### src/rtl/sampq_buffer_pkg.sv
// Shared definitions for the sample queue buffer: register map, status bit
// positions, configuration bit positions and serializer state encoding.
package sampq_buffer_pkg;

  // Register addresses (wb_adr_i[1:0])
  localparam logic [1:0] SQB_REG_STATUS   = 2'd0;
  localparam logic [1:0] SQB_REG_COUNT    = 2'd1;
  localparam logic [1:0] SQB_REG_OVERFLOW = 2'd2;
  localparam logic [1:0] SQB_REG_RSVD     = 2'd3;

  // Status register bit positions (read of address 0)
  localparam int SQB_ST_ENABLE   = 0;
  localparam int SQB_ST_EMPTY    = 1;
  localparam int SQB_ST_FULL     = 2;
  localparam int SQB_ST_OVERFLOW = 3;

  // Configuration bit positions (write of address 0)
  localparam int SQB_CFG_ENABLE = 0;
  localparam int SQB_CFG_FLUSH  = 1;

  // Serializer states
  typedef enum logic [1:0] {
    SQB_IDLE  = 2'd0,
    SQB_FETCH = 2'd1,
    SQB_SEND  = 2'd2
  } sqb_state_e;

  // Saturating 8-bit increment used by the overflow counter
  function automatic logic [7:0] sat_inc8(input logic [7:0] v);
    return (v == 8'hFF) ? v : v + 8'd1;
  endfunction

endpackage

### src/rtl/sampq_buffer_if.sv
// Bundle of the sample input, byte stream output and wishbone register port.
// slave: the buffer itself; master: whoever drives samples/consumes bytes.
interface sampq_buffer_if;
  logic [31:0] sample;
  logic        sample_avail;
  logic        sq_active;
  logic [7:0]  out_dat;
  logic        out_valid;
  logic        out_ready;
  logic        wb_stb_i;
  logic        wb_cyc_i;
  logic        wb_we_i;
  logic [15:0] wb_adr_i;
  logic [7:0]  wb_dat_i;
  logic [7:0]  wb_dat_o;
  logic        wb_ack_o;

  modport slave (
    input  sample, sample_avail, sq_active, out_ready,
    input  wb_stb_i, wb_cyc_i, wb_we_i, wb_adr_i, wb_dat_i,
    output out_dat, out_valid, wb_dat_o, wb_ack_o
  );

  modport master (
    output sample, sample_avail, sq_active, out_ready,
    output wb_stb_i, wb_cyc_i, wb_we_i, wb_adr_i, wb_dat_i,
    input  out_dat, out_valid, wb_dat_o, wb_ack_o
  );
endinterface

### src/rtl/sampq_ram.sv
// Simple dual-port RAM, one write port and one registered read port.
// A read and write to the same address in one cycle returns the old data.
module sampq_ram #(
  parameter int DEPTH_BITS = 6,
  parameter int WIDTH      = 32
) (
  input  logic                  clk,
  input  logic                  we,
  input  logic [DEPTH_BITS-1:0] waddr,
  input  logic [WIDTH-1:0]      wdata,
  input  logic                  re,
  input  logic [DEPTH_BITS-1:0] raddr,
  output logic [WIDTH-1:0]      rdata
);

  logic [WIDTH-1:0] mem [2**DEPTH_BITS];

  // Write port and registered read port
  always_ff @(posedge clk) begin
    if (we) begin
      mem[waddr] <= wdata;
    end
    if (re) begin
      rdata <= mem[raddr];
    end
  end

endmodule

### src/rtl/sampq_buffer.sv
// Sample queue buffer: 32-bit FIFO in block RAM, LSB-first byte serializer
// with valid/ready output, and an 8-bit wishbone status/config port.
module sampq_buffer
  import sampq_buffer_pkg::*;
#(
  parameter int DEPTH_BITS = 6
) (
  input logic           clk,
  input logic           rst,
  sampq_buffer_if.slave bus
);

  localparam logic [DEPTH_BITS:0] FIFO_DEPTH = {1'b1, {DEPTH_BITS{1'b0}}};

  sqb_state_e            state_q, state_d;
  logic [DEPTH_BITS-1:0] wr_ptr_q, wr_ptr_d;
  logic [DEPTH_BITS-1:0] rd_ptr_q, rd_ptr_d;
  logic [DEPTH_BITS:0]   count_q, count_d;
  logic                  enable_q, enable_d;
  logic                  overflow_q, overflow_d;
  logic [7:0]            ovf_cnt_q, ovf_cnt_d;
  logic [31:0]           shreg_q, shreg_d;
  logic [1:0]            byte_idx_q, byte_idx_d;
  logic                  out_valid_q, out_valid_d;

  logic [31:0] ram_rdata;
  logic        cfg_wr;
  logic        flush;
  logic        empty;
  logic        full;
  logic        handshake;
  logic        pop;
  logic        push_try;
  logic        push_ok;
  logic        push_rej;
  logic [7:0]  count_byte;
  logic        unused_bits;

  assign cfg_wr = bus.wb_stb_i & bus.wb_cyc_i & bus.wb_we_i &
                  (bus.wb_adr_i[1:0] == SQB_REG_STATUS) & ~bus.sq_active;
  assign flush     = cfg_wr & bus.wb_dat_i[SQB_CFG_FLUSH];
  assign empty     = (count_q == '0);
  assign full      = (count_q == FIFO_DEPTH);
  assign handshake = out_valid_q & bus.out_ready;
  assign push_try  = bus.sample_avail & enable_q;
  // A pop in the same cycle frees a slot, so a full FIFO still accepts
  assign push_ok   = push_try & ~flush & (~full | pop);
  assign push_rej  = push_try & ~flush & full & ~pop;

  assign unused_bits = ^{bus.wb_adr_i[15:2], bus.wb_dat_i[7:2]};

  sampq_ram #(
    .DEPTH_BITS(DEPTH_BITS),
    .WIDTH     (32)
  ) u_ram (
    .clk  (clk),
    .we   (push_ok),
    .waddr(wr_ptr_q),
    .wdata(bus.sample),
    .re   (pop),
    .raddr(rd_ptr_q),
    .rdata(ram_rdata)
  );

  // Serializer next state: pop in IDLE or after the last byte, load in FETCH
  always_comb begin
    state_d     = state_q;
    shreg_d     = shreg_q;
    byte_idx_d  = byte_idx_q;
    out_valid_d = out_valid_q;
    pop         = 1'b0;
    case (state_q)
      SQB_IDLE: begin
        if (!empty) begin
          pop     = 1'b1;
          state_d = SQB_FETCH;
        end
      end
      SQB_FETCH: begin
        shreg_d     = ram_rdata;
        byte_idx_d  = 2'd0;
        out_valid_d = 1'b1;
        state_d     = SQB_SEND;
      end
      SQB_SEND: begin
        if (handshake) begin
          shreg_d    = {8'h00, shreg_q[31:8]};
          byte_idx_d = byte_idx_q + 2'd1;
          if (byte_idx_q == 2'd3) begin
            // The FETCH cycle is a bubble, so valid drops either way
            out_valid_d = 1'b0;
            if (!empty) begin
              pop     = 1'b1;
              state_d = SQB_FETCH;
            end else begin
              state_d = SQB_IDLE;
            end
          end
        end
      end
      default: state_d = SQB_IDLE;
    endcase
    if (flush) begin
      state_d     = SQB_IDLE;
      out_valid_d = 1'b0;
      byte_idx_d  = 2'd0;
    end
  end

  // Pointer, fill level, overflow tracking and enable
  always_comb begin
    wr_ptr_d   = wr_ptr_q;
    rd_ptr_d   = rd_ptr_q;
    count_d    = count_q;
    overflow_d = overflow_q;
    ovf_cnt_d  = ovf_cnt_q;
    enable_d   = enable_q;
    if (cfg_wr) begin
      enable_d = bus.wb_dat_i[SQB_CFG_ENABLE];
    end
    if (flush) begin
      wr_ptr_d   = '0;
      rd_ptr_d   = '0;
      count_d    = '0;
      overflow_d = 1'b0;
      ovf_cnt_d  = 8'd0;
    end else begin
      if (push_ok) begin
        wr_ptr_d = wr_ptr_q + DEPTH_BITS'(1);
      end
      if (pop) begin
        rd_ptr_d = rd_ptr_q + DEPTH_BITS'(1);
      end
      if (push_rej) begin
        overflow_d = 1'b1;
        ovf_cnt_d  = sat_inc8(ovf_cnt_q);
      end
      if (push_ok && !pop) begin
        count_d = count_q + (DEPTH_BITS+1)'(1);
      end else if (!push_ok && pop) begin
        count_d = count_q - (DEPTH_BITS+1)'(1);
      end
    end
  end

  // State registers with synchronous reset
  always_ff @(posedge clk) begin
    if (rst) begin
      state_q     <= SQB_IDLE;
      wr_ptr_q    <= '0;
      rd_ptr_q    <= '0;
      count_q     <= '0;
      enable_q    <= 1'b0;
      overflow_q  <= 1'b0;
      ovf_cnt_q   <= 8'd0;
      shreg_q     <= 32'd0;
      byte_idx_q  <= 2'd0;
      out_valid_q <= 1'b0;
    end else begin
      state_q     <= state_d;
      wr_ptr_q    <= wr_ptr_d;
      rd_ptr_q    <= rd_ptr_d;
      count_q     <= count_d;
      enable_q    <= enable_d;
      overflow_q  <= overflow_d;
      ovf_cnt_q   <= ovf_cnt_d;
      shreg_q     <= shreg_d;
      byte_idx_q  <= byte_idx_d;
      out_valid_q <= out_valid_d;
    end
  end

  // Fill level presented as one byte; zero-extended for small FIFOs
  generate
    if (DEPTH_BITS >= 7) begin : g_count_wide
      assign count_byte = count_q[7:0];
    end else begin : g_count_narrow
      assign count_byte = {{(7-DEPTH_BITS){1'b0}}, count_q};
    end
  endgenerate

  // Combinational register read mux
  always_comb begin
    bus.wb_dat_o = 8'h00;
    case (bus.wb_adr_i[1:0])
      SQB_REG_STATUS: begin
        bus.wb_dat_o[SQB_ST_ENABLE]   = enable_q;
        bus.wb_dat_o[SQB_ST_EMPTY]    = empty;
        bus.wb_dat_o[SQB_ST_FULL]     = full;
        bus.wb_dat_o[SQB_ST_OVERFLOW] = overflow_q;
      end
      SQB_REG_COUNT:    bus.wb_dat_o = count_byte;
      SQB_REG_OVERFLOW: bus.wb_dat_o = ovf_cnt_q;
      default:          bus.wb_dat_o = 8'h00;
    endcase
  end

  assign bus.out_dat   = shreg_q[7:0];
  assign bus.out_valid = out_valid_q;
  assign bus.wb_ack_o  = 1'b1;

endmodule

### src/flat_wrapper.sv
// flat-port wrapper written by rule: the top's interface ports become plain ports
module sampq_buffer_flat import sampq_buffer_pkg::*;
#(
  parameter int DEPTH_BITS = 6
)
  (clk, rst, bus_sample, bus_sample_avail, bus_sq_active, bus_out_ready, bus_wb_stb_i, bus_wb_cyc_i, bus_wb_we_i, bus_wb_adr_i, bus_wb_dat_i, bus_out_dat, bus_out_valid, bus_wb_dat_o, bus_wb_ack_o);
  sampq_buffer_if bus_i ();
  input logic clk;
  input logic rst;
  input wire logic [$bits(bus_i.sample)-1:0] bus_sample;
  input wire logic [$bits(bus_i.sample_avail)-1:0] bus_sample_avail;
  input wire logic [$bits(bus_i.sq_active)-1:0] bus_sq_active;
  input wire logic [$bits(bus_i.out_ready)-1:0] bus_out_ready;
  input wire logic [$bits(bus_i.wb_stb_i)-1:0] bus_wb_stb_i;
  input wire logic [$bits(bus_i.wb_cyc_i)-1:0] bus_wb_cyc_i;
  input wire logic [$bits(bus_i.wb_we_i)-1:0] bus_wb_we_i;
  input wire logic [$bits(bus_i.wb_adr_i)-1:0] bus_wb_adr_i;
  input wire logic [$bits(bus_i.wb_dat_i)-1:0] bus_wb_dat_i;
  output wire logic [$bits(bus_i.out_dat)-1:0] bus_out_dat;
  output wire logic [$bits(bus_i.out_valid)-1:0] bus_out_valid;
  output wire logic [$bits(bus_i.wb_dat_o)-1:0] bus_wb_dat_o;
  output wire logic [$bits(bus_i.wb_ack_o)-1:0] bus_wb_ack_o;
  assign bus_i.sample = bus_sample;
  assign bus_i.sample_avail = bus_sample_avail;
  assign bus_i.sq_active = bus_sq_active;
  assign bus_i.out_ready = bus_out_ready;
  assign bus_i.wb_stb_i = bus_wb_stb_i;
  assign bus_i.wb_cyc_i = bus_wb_cyc_i;
  assign bus_i.wb_we_i = bus_wb_we_i;
  assign bus_i.wb_adr_i = bus_wb_adr_i;
  assign bus_i.wb_dat_i = bus_wb_dat_i;
  assign bus_out_dat = bus_i.out_dat;
  assign bus_out_valid = bus_i.out_valid;
  assign bus_wb_dat_o = bus_i.wb_dat_o;
  assign bus_wb_ack_o = bus_i.wb_ack_o;
  sampq_buffer #(.DEPTH_BITS(DEPTH_BITS)) u_core (.clk(clk), .rst(rst), .bus(bus_i));
endmodule
### config.mk
export PLATFORM = sky130hd
export DESIGN_NAME = sampq_buffer_flat
export DESIGN_NICKNAME = d
export VERILOG_FILES = /design/src/rtl/sampq_buffer_pkg.sv /design/src/rtl/sampq_buffer_if.sv /design/src/rtl/sampq_ram.sv /design/src/rtl/sampq_buffer.sv /design/src/flat_wrapper.sv
export SDC_FILE = /design/constraint.sdc
export NUM_CORES = 2
export LEC_CHECK = 0
export CAP_MARGIN = 20
export CORE_MARGIN = 2
export CORE_UTILIZATION = 55
export CTS_BUF_LIST = sky130_fd_sc_hd__clkbuf_4
export DETAILED_ROUTE_END_ITERATION = 10
export PLACE_DENSITY = 0.74
export SLEW_MARGIN = 0
export SYNTH_ARGS = -nofsm -noshare
export SYNTH_HDL_FRONTEND = slang
export SYNTH_SLANG_ARGS = --single-unit
### constraint.sdc
create_clock -name clk -period 6.05 [get_ports clk]
set_input_delay 1.21 -clock clk [delete_from_list [all_inputs] [get_ports clk]]
set_output_delay 1.21 -clock clk [all_outputs]
set_load 0.01 [all_outputs]
# Yosys cells after proc, flatten, opt, wreduce, memory -nomap -nowiden
# Memories as Yosys holds them, arrays and structs flattened. A register that Yosys moved wholly into a read port is not among the register bits.
# Cells that the tools add are included.
[word_totals]
word_cells = 80
latchBits = 0
ramBits = 2048
memories = 1
output_inout_bits = 18
reg_bits = 66
mem_bits_ro = 0
[classes]
n_mul = 0
addsub = 6
shift = 0
bitwise_logic = 17
n_lt_le_gt_ge = 0
n_eq_ne = 10
n_reduce_logical = 14
n_mux = 22
div_mod_pow = 0
[mem_list]
columns = ["memory", "words", "word_bits", "rd", "rd_clocked_by_memory_dff", "wr", "line_no", "rtl"]
rows = [
  ["u_core.u_ram.mem", 64, 32, 1, 1, 1, "sampq_ram.sv:16", "logic [WIDTH-1:0] mem [2**DEPTH_BITS];"],
]
[op_table]
columns = ["op", "count"]
rows = [
  ["$pmux W32 S2", 1],
  ["$mux W32", 1],
  ["$mux W7", 2],
  ["$add A6 B1 Y6 const B", 2],
  ["$pmux W4 S3", 1],
  ["$and A1 B1 Y1", 11],
  ["$add A8 B1 Y8 const B", 1],
  ["$eq A8 B8 Y1 const B", 1],
  ["$mux W1", 8],
  ["$mux W2", 4],
  ["$pmux W4 S2", 1],
  ["$add A7 B1 Y7 const B", 1],
  ["$eq A7 B7 Y1 const B", 1],
  ["$logic_not A7 Y1", 1],
  ["$sub A7 B1 Y7 const B", 1],
  ["$eq A2 B2 Y1 const B", 3],
  ["$pmux W2 S3", 1],
  ["$reduce_and A3 Y1", 2],
  ["$not A1 Y1", 5],
  ["$eq A2 B1 Y1 const B", 2],
  ["$logic_not A2 Y1", 2],
  ["$ne A2 B1 Y1 const B", 2],
  ["$pmux W1 S2", 2],
  ["$pmux W2 S2", 1],
  ["other kinds (8)", 12],
]

# Logic depth before layout (Yosys ltp)
[depth]
ltp_word = 12
mapped_depth = 16

# By module
# From an unflattened synthesis, not the netlist that was laid out.
[hier_totals]
hier_cells = 3730
hier_area_um2 = 82171.3
[modules_own_cells]
columns = ["mod", "instances", "seq_area_each_um2", "area_per_inst_um2", "cells_per_inst"]
rows = [
  ["sampq_ram", 1, 62459.9, 78835.6, 3324],
  ["sampq_buffer", 1, 1321.3, 3335.7, 406],
]

# Least setup slack after synthesis
# No wires, ideal clock.
[synth_path]
path_type = "input -> register"
start = "input bus_out_ready"
end = "register u_core.count_q[6]"
path_slack_ns = 1.115
n_path_buf = 0
path_stages = 12
setup_ns = 0.128
arrival_ns = 4.807
cell_sequence = "a41oi_1 -> nor2_1 -> inv_1 -> ha_1 -> inv_1 -> ha_1 -> a21o_1 -> a21o_1 -> a211o_1 -> o211ai_1 -> xnor2_1 -> nor2_1"
[synth_between]
elab_chain_len = 8
word_cells_on_any_way = 11
[synth_lines]
columns = ["item", "line_no", "rtl"]
rows = [
  ["start, declared", "flat_wrapper.sv:13", "input wire logic [$bits(bus_i.out_ready)-1:0] bus_out_ready;"],
  ["$and A1 B1 Y1 (*)", "sampq_buffer.sv:44", "assign handshake = out_valid_q & bus.out_ready;"],
  ["$mux W1 (*)", "sampq_buffer.sv:86", "if (handshake) begin"],
  ["$pmux W1 S2 (*)", "sampq_buffer.sv:72", "case (state_q)"],
  ["$or A1 B1 Y1", "sampq_buffer.sv:47", "assign push_ok = push_try & ~flush & (~full | pop);"],
  ["$and A1 B1 Y1", "sampq_buffer.sv:47", ""],
  ["$logic_not A1 Y1", "sampq_buffer.sv:140", "end else if (!push_ok && pop) begin"],
  ["$logic_and A1 B1 Y1", "sampq_buffer.sv:140", ""],
  ["$reduce_bool A2 Y1 (no source line)", "--", ""],
  ["end signal, assigned", "sampq_buffer.sv:163", "count_q <= count_d;"],
  ["end, declared", "sampq_buffer.sv:18", "logic [DEPTH_BITS:0] count_q, count_d;"],
]
# Mark *: on every way between the ends. The rest lies on a longest branch, timed or not.
# A chain may end at the register's enable or synchronous reset.

# Final worst setup path
[layout_path]
start = "register u_core.state_q[0]"
end = "memory u_core.u_ram.mem[25][0] (enable)"
[layout_between]
elab_chain_len = 6
word_cells_on_any_way = 7
[layout_lines]
columns = ["item", "line_no", "rtl"]
rows = [
  ["start, declared", "sampq_buffer.sv:15", "sqb_state_e state_q, state_d;"],
  ["start signal, assigned", "sampq_buffer.sv:160", "state_q <= state_d;"],
  ["$eq A2 B2 Y1 or $logic_not A2 Y1 (tied branches)", "sampq_buffer.sv:72", ""],
  ["$pmux W1 S2 (*)", "sampq_buffer.sv:72", ""],
  ["$or A1 B1 Y1 (*)", "sampq_buffer.sv:47", ""],
  ["$and A1 B1 Y1 (*)", "sampq_buffer.sv:47", ""],
  ["$mux W1 (*)", "sampq_ram.sv:20", "if (we) begin"],
  ["$mux W1 (implied by the code) (*)", "sampq_ram.sv:21", "mem[waddr] <= wdata;"],
  ["end, declared", "sampq_ram.sv:16", ""],
]
# Marked as above.

==> summary.md <==
| Metric | Value |
|---|---|
| Initial Utilization | 0.553 |
| Slew Viols, Final | 0 |
| Area leader, netlist | edfxtp_1 |
| Status | finished, final reports clean |
| Commonest cells post-synth | edfxtp_1, mux4_2, mux2i_1, nor2_1, clkbuf_1 |
| Detailed placer's ending HPWL | between 100000 and 150000 um |
| GR Overflow Total | 0 |
| Final WL | around 200000 um |
| Setup_tns | 0 ns |
| Slew margin rel. | 0.229 |
| Num Clock Sinks | between 2k and 2.5k |
| First-pass GRT wire length | about 290000 um |
| Total CTS buffers | about 550 |
| Vias in the first global route | ~43k |
| Critical path endpoint category | flip-flop |
| WP buf/inv | 3 |
| Post-synth EDFFs | approximately 2.1k |
| Fin area | about 93000 um^2 |
| PostCTS Resize Cnt | 0 |
| Hold Path Origin | u_core.u_ram.rdata[26] |
| 1st-pass router iterations | 8 |
| CTS tree | yes |
| Ys async rst share | 0 |
| Core ar. | roughly 150000 um^2 |
| FF+latch count, synth | between 2k and 2.5k |
| Slowest CP cell | ha_2 |
| RR Endpoint | u_core.u_ram.mem[25][0] |
| Most numerous cell in the Yosys netlist | edfxtp_1 |
| Clk Latency, worst-skew pair | 1.31 ns |
| Vias | ~42k |
| Post-Syn Nets | roughly 3.9k |
| Worst hold path endpoint | u_core.shreg_q[26] |
| Avg Cell Area, Syn | between 20 and 25 um^2 |
| Remaining antenna violation count | 0 |
| Area Overhead vs Synth | 12.7% |
| Clock Tree Root | clkbuf_4 |
| Share of the clock period used by the worst path | 0.781 |
| DP Area | ~87000 um^2 |
| Max incr delay on CP | ~0.84 ns |
| FF-to-FF setup slack | between 1 and 1.5 ns |
| Initial drt markers | 5904 |
| Worst slew pin tran | 1.15 ns |
| Mapped cell area | 82700 um^2 |
| Initial antenna violation count | 10 |
| Max-cap violations | 0 |
| Port bufs | 60 |
| WHS Path Cells | 2 |
| DR vias/cell | roughly 6.3 |
| Post-layout min period | between 4 and 5 ns |
| Crit path DAT | between 5 and 6 ns |
| Hold buffer count at cts | 0 |
| CTS clock-pin slew for the worst setup and hold paths | approximately 0.07 ns |
| Pin count of the biggest net entering global routing | 67 |
| Die Wd | around 400 um |
| Synth unique cells | 60 |
| Yosys top cell area share | 0.755 |
| Critical path class | flip-flop to flip-flop |
| Nets | approximately 4.4k |
| Pleak | between 20 and 30 nW |
| Tot Pwr | 36.0 mW |
| Fin Hold WS | between 0.4 and 0.5 ns |
| Register area share after synthesis | 0.771 |
| Max H-tree Level | 6 |
| Worst vdd ir | 237 uV |
| Cell area power density | 387 nW/um^2 |
| RSZ-0062 raised after global routing | false |
| DRC Markers | 0 |
| Cells after Synth | ~3.8k |
| RD Place Congestion | roughly 0.9 |
| Top_reg_cell synth | edfxtp_1 |
| Post-layout util | 0.623 |
| GRT Util Overall | 0.263 |
| WL/cell | between 20 and 30 um |
| Max Clk Rate | between 200 and 250 MHz |
| IO Pins | approximately 80 |
| Largest cells by area after synthesis | edfxtp_1, mux4_2, mux2i_1, dfxtp_1, nor2_1 |
| Synth Warn # | 0 |
| RR Startpoint | u_core.state_q[0] |
| Depth of the worst register-to-register path | 10 |
| Final setup fails | 0 |
| Fin. Hold Viols | 0 |
| CP max FO | 35 |
| Share of layout cells above drive strength 1 | 0.341 |
| Die Footprint | between 150000 and 200000 um^2 |
| Clock Skew | 0.0898 ns |
| Std-Cell Rows | 142 |
| Family with the most delay on the worst path | simple AND/OR/NAND/NOR gates |
| Hold WC Path Type | flip-flop to flip-flop |
| Setup Buffers After CTS | 0 |
| Die Y | 392 um |
| CTS max path bufs | 4 |
| Worst-path cell chain | inv_1, ha_2, a41oi_1, nand4_1, and2_1, nor2b_1, nand3b_1, buf_4, nor2_4, buf_12 |
| Nature of the critical path startpoint | flip-flop |
| Required @ worst endpoint | 6.97 ns |
[per-stage QoR]
| step | setup slack (ns) | cells |
|---|---|---|
| final | 1.33 | 6720 |
| after global routing | 1.04 | 6715 |
| after CTS | 1.31 | 6713 |
| after detailed placement | 0.741 | 5824 |
| after global placement | 0.786 | 5824 |
| after floorplan | 1.12 | 3797 |
[metal layers]
layer / vias to the layer above / GRT usage / wire [um]
met3: 367 / 0.0765 / 23700
met4: 6 / 0.107 / 6750
li1: 17400 / - / -
met1: 21900 / 0.371 / 76400
met2: 2614 / 0.391 / 92100
met5: - / 0 / 39
[cell usage in the layout (no fill, tap or decap), types with 15 or more instances in the layout]
| cell | n |
|---|---|
| mux2i_1 | 218 |
| edfxtp_1 | 2080 |
| nor2_4 | 65 |
| o21ai_0 | 50 |
| o22ai_1 | 32 |
| dfxtp_1 | 60 |
| nor2_1 | 96 |
| inv_2 | 17 |
| o221ai_1 | 35 |
| a22oi_1 | 42 |
| nand2_1 | 49 |
| nor2b_1 | 19 |
| clkbuf_4 | 764 |
| nand3_1 | 27 |
| mux4_2 | 502 |
| o21ai_1 | 15 |
| buf_12 | 32 |
| buf_2 | 32 |
| buf_4 | 144 |
| a21oi_1 | 65 |
| clkdlybuf4s50_1 | 28 |
| a211oi_1 | 45 |
| clkinv_1 | 87 |
| ha_1 | 18 |
[kinds of logic after synthesis]
kind of cell / synth area share
adders and majority gates: 0.00312
buffers and inverters: 0.0151
and+or+nand+nor: 0.0172
xor gates and xnor gates: 0.00222
DFF: 0.771
AOI/OAI and AO/OA: 0.0265
muxes: 0.164
other: 0.0000453
[where the power goes]
part / internal [mW] / switching [mW]
registers: 16.6 / 0.313
clock network: 6.21 / 5.53
logic: 3.31 / 4.06
total: 26.1 / 9.90
[worst reg2reg max path, cell delays in order (launching register included)]
cell and delay [ns]:
dfxtp_1 0.34, inv_1 0.09, ha_2 0.84, a41oi_1 0.42, nand4_1 0.27, and2_1 0.54
nor2b_1 0.40, nand3b_1 0.28, buf_4 0.32, nor2_4 0.55, buf_12 0.27
[worst max-delay path by stage]
stage	start	endpoint	slack, ns	cells past startpoint
finish	u_core.state_q[0]	u_core.u_ram.mem[25][0]	1.33	10
global placement	bus_wb_adr_i[0]	u_core.u_ram.mem[25][18]	0.79	11
detailed placement	bus_wb_adr_i[0]	u_core.u_ram.mem[25][13]	0.74	11
floorplan	bus_out_ready	u_core.count_q[6]	1.12	12
global route	u_core.state_q[0]	u_core.u_ram.mem[25][31]	1.04	10
CTS	u_core.state_q[0]	u_core.u_ram.mem[25][6]	1.31	10
[area by class of cell]
cell class	count	area, um^2
Sequential cell	2146	63800
Fill cell	10200	56400
Multi-Input combinational cell	1415	18200
Clock buffer	764	5740
Tap cell	2016	2520
Timing Repair Buffer	236	2160
Clock inverter	125	756
Inverter	12	45.0
Antenna cell	6	15.0
[registers in the layout (all words and copies together), names as in the netlist, 2 cells and up]
signal,count
u_core.shreg_q,32
u_core.u_ram.mem,2048
u_core.byte_idx_q,2
u_core.count_q,7
u_core.state_q,2
u_core.rd_ptr_q,6
u_core.ovf_cnt_q,8
u_core.wr_ptr_q,6
u_core.u_ram.rdata,32
(Power assumes the default switching activity.)
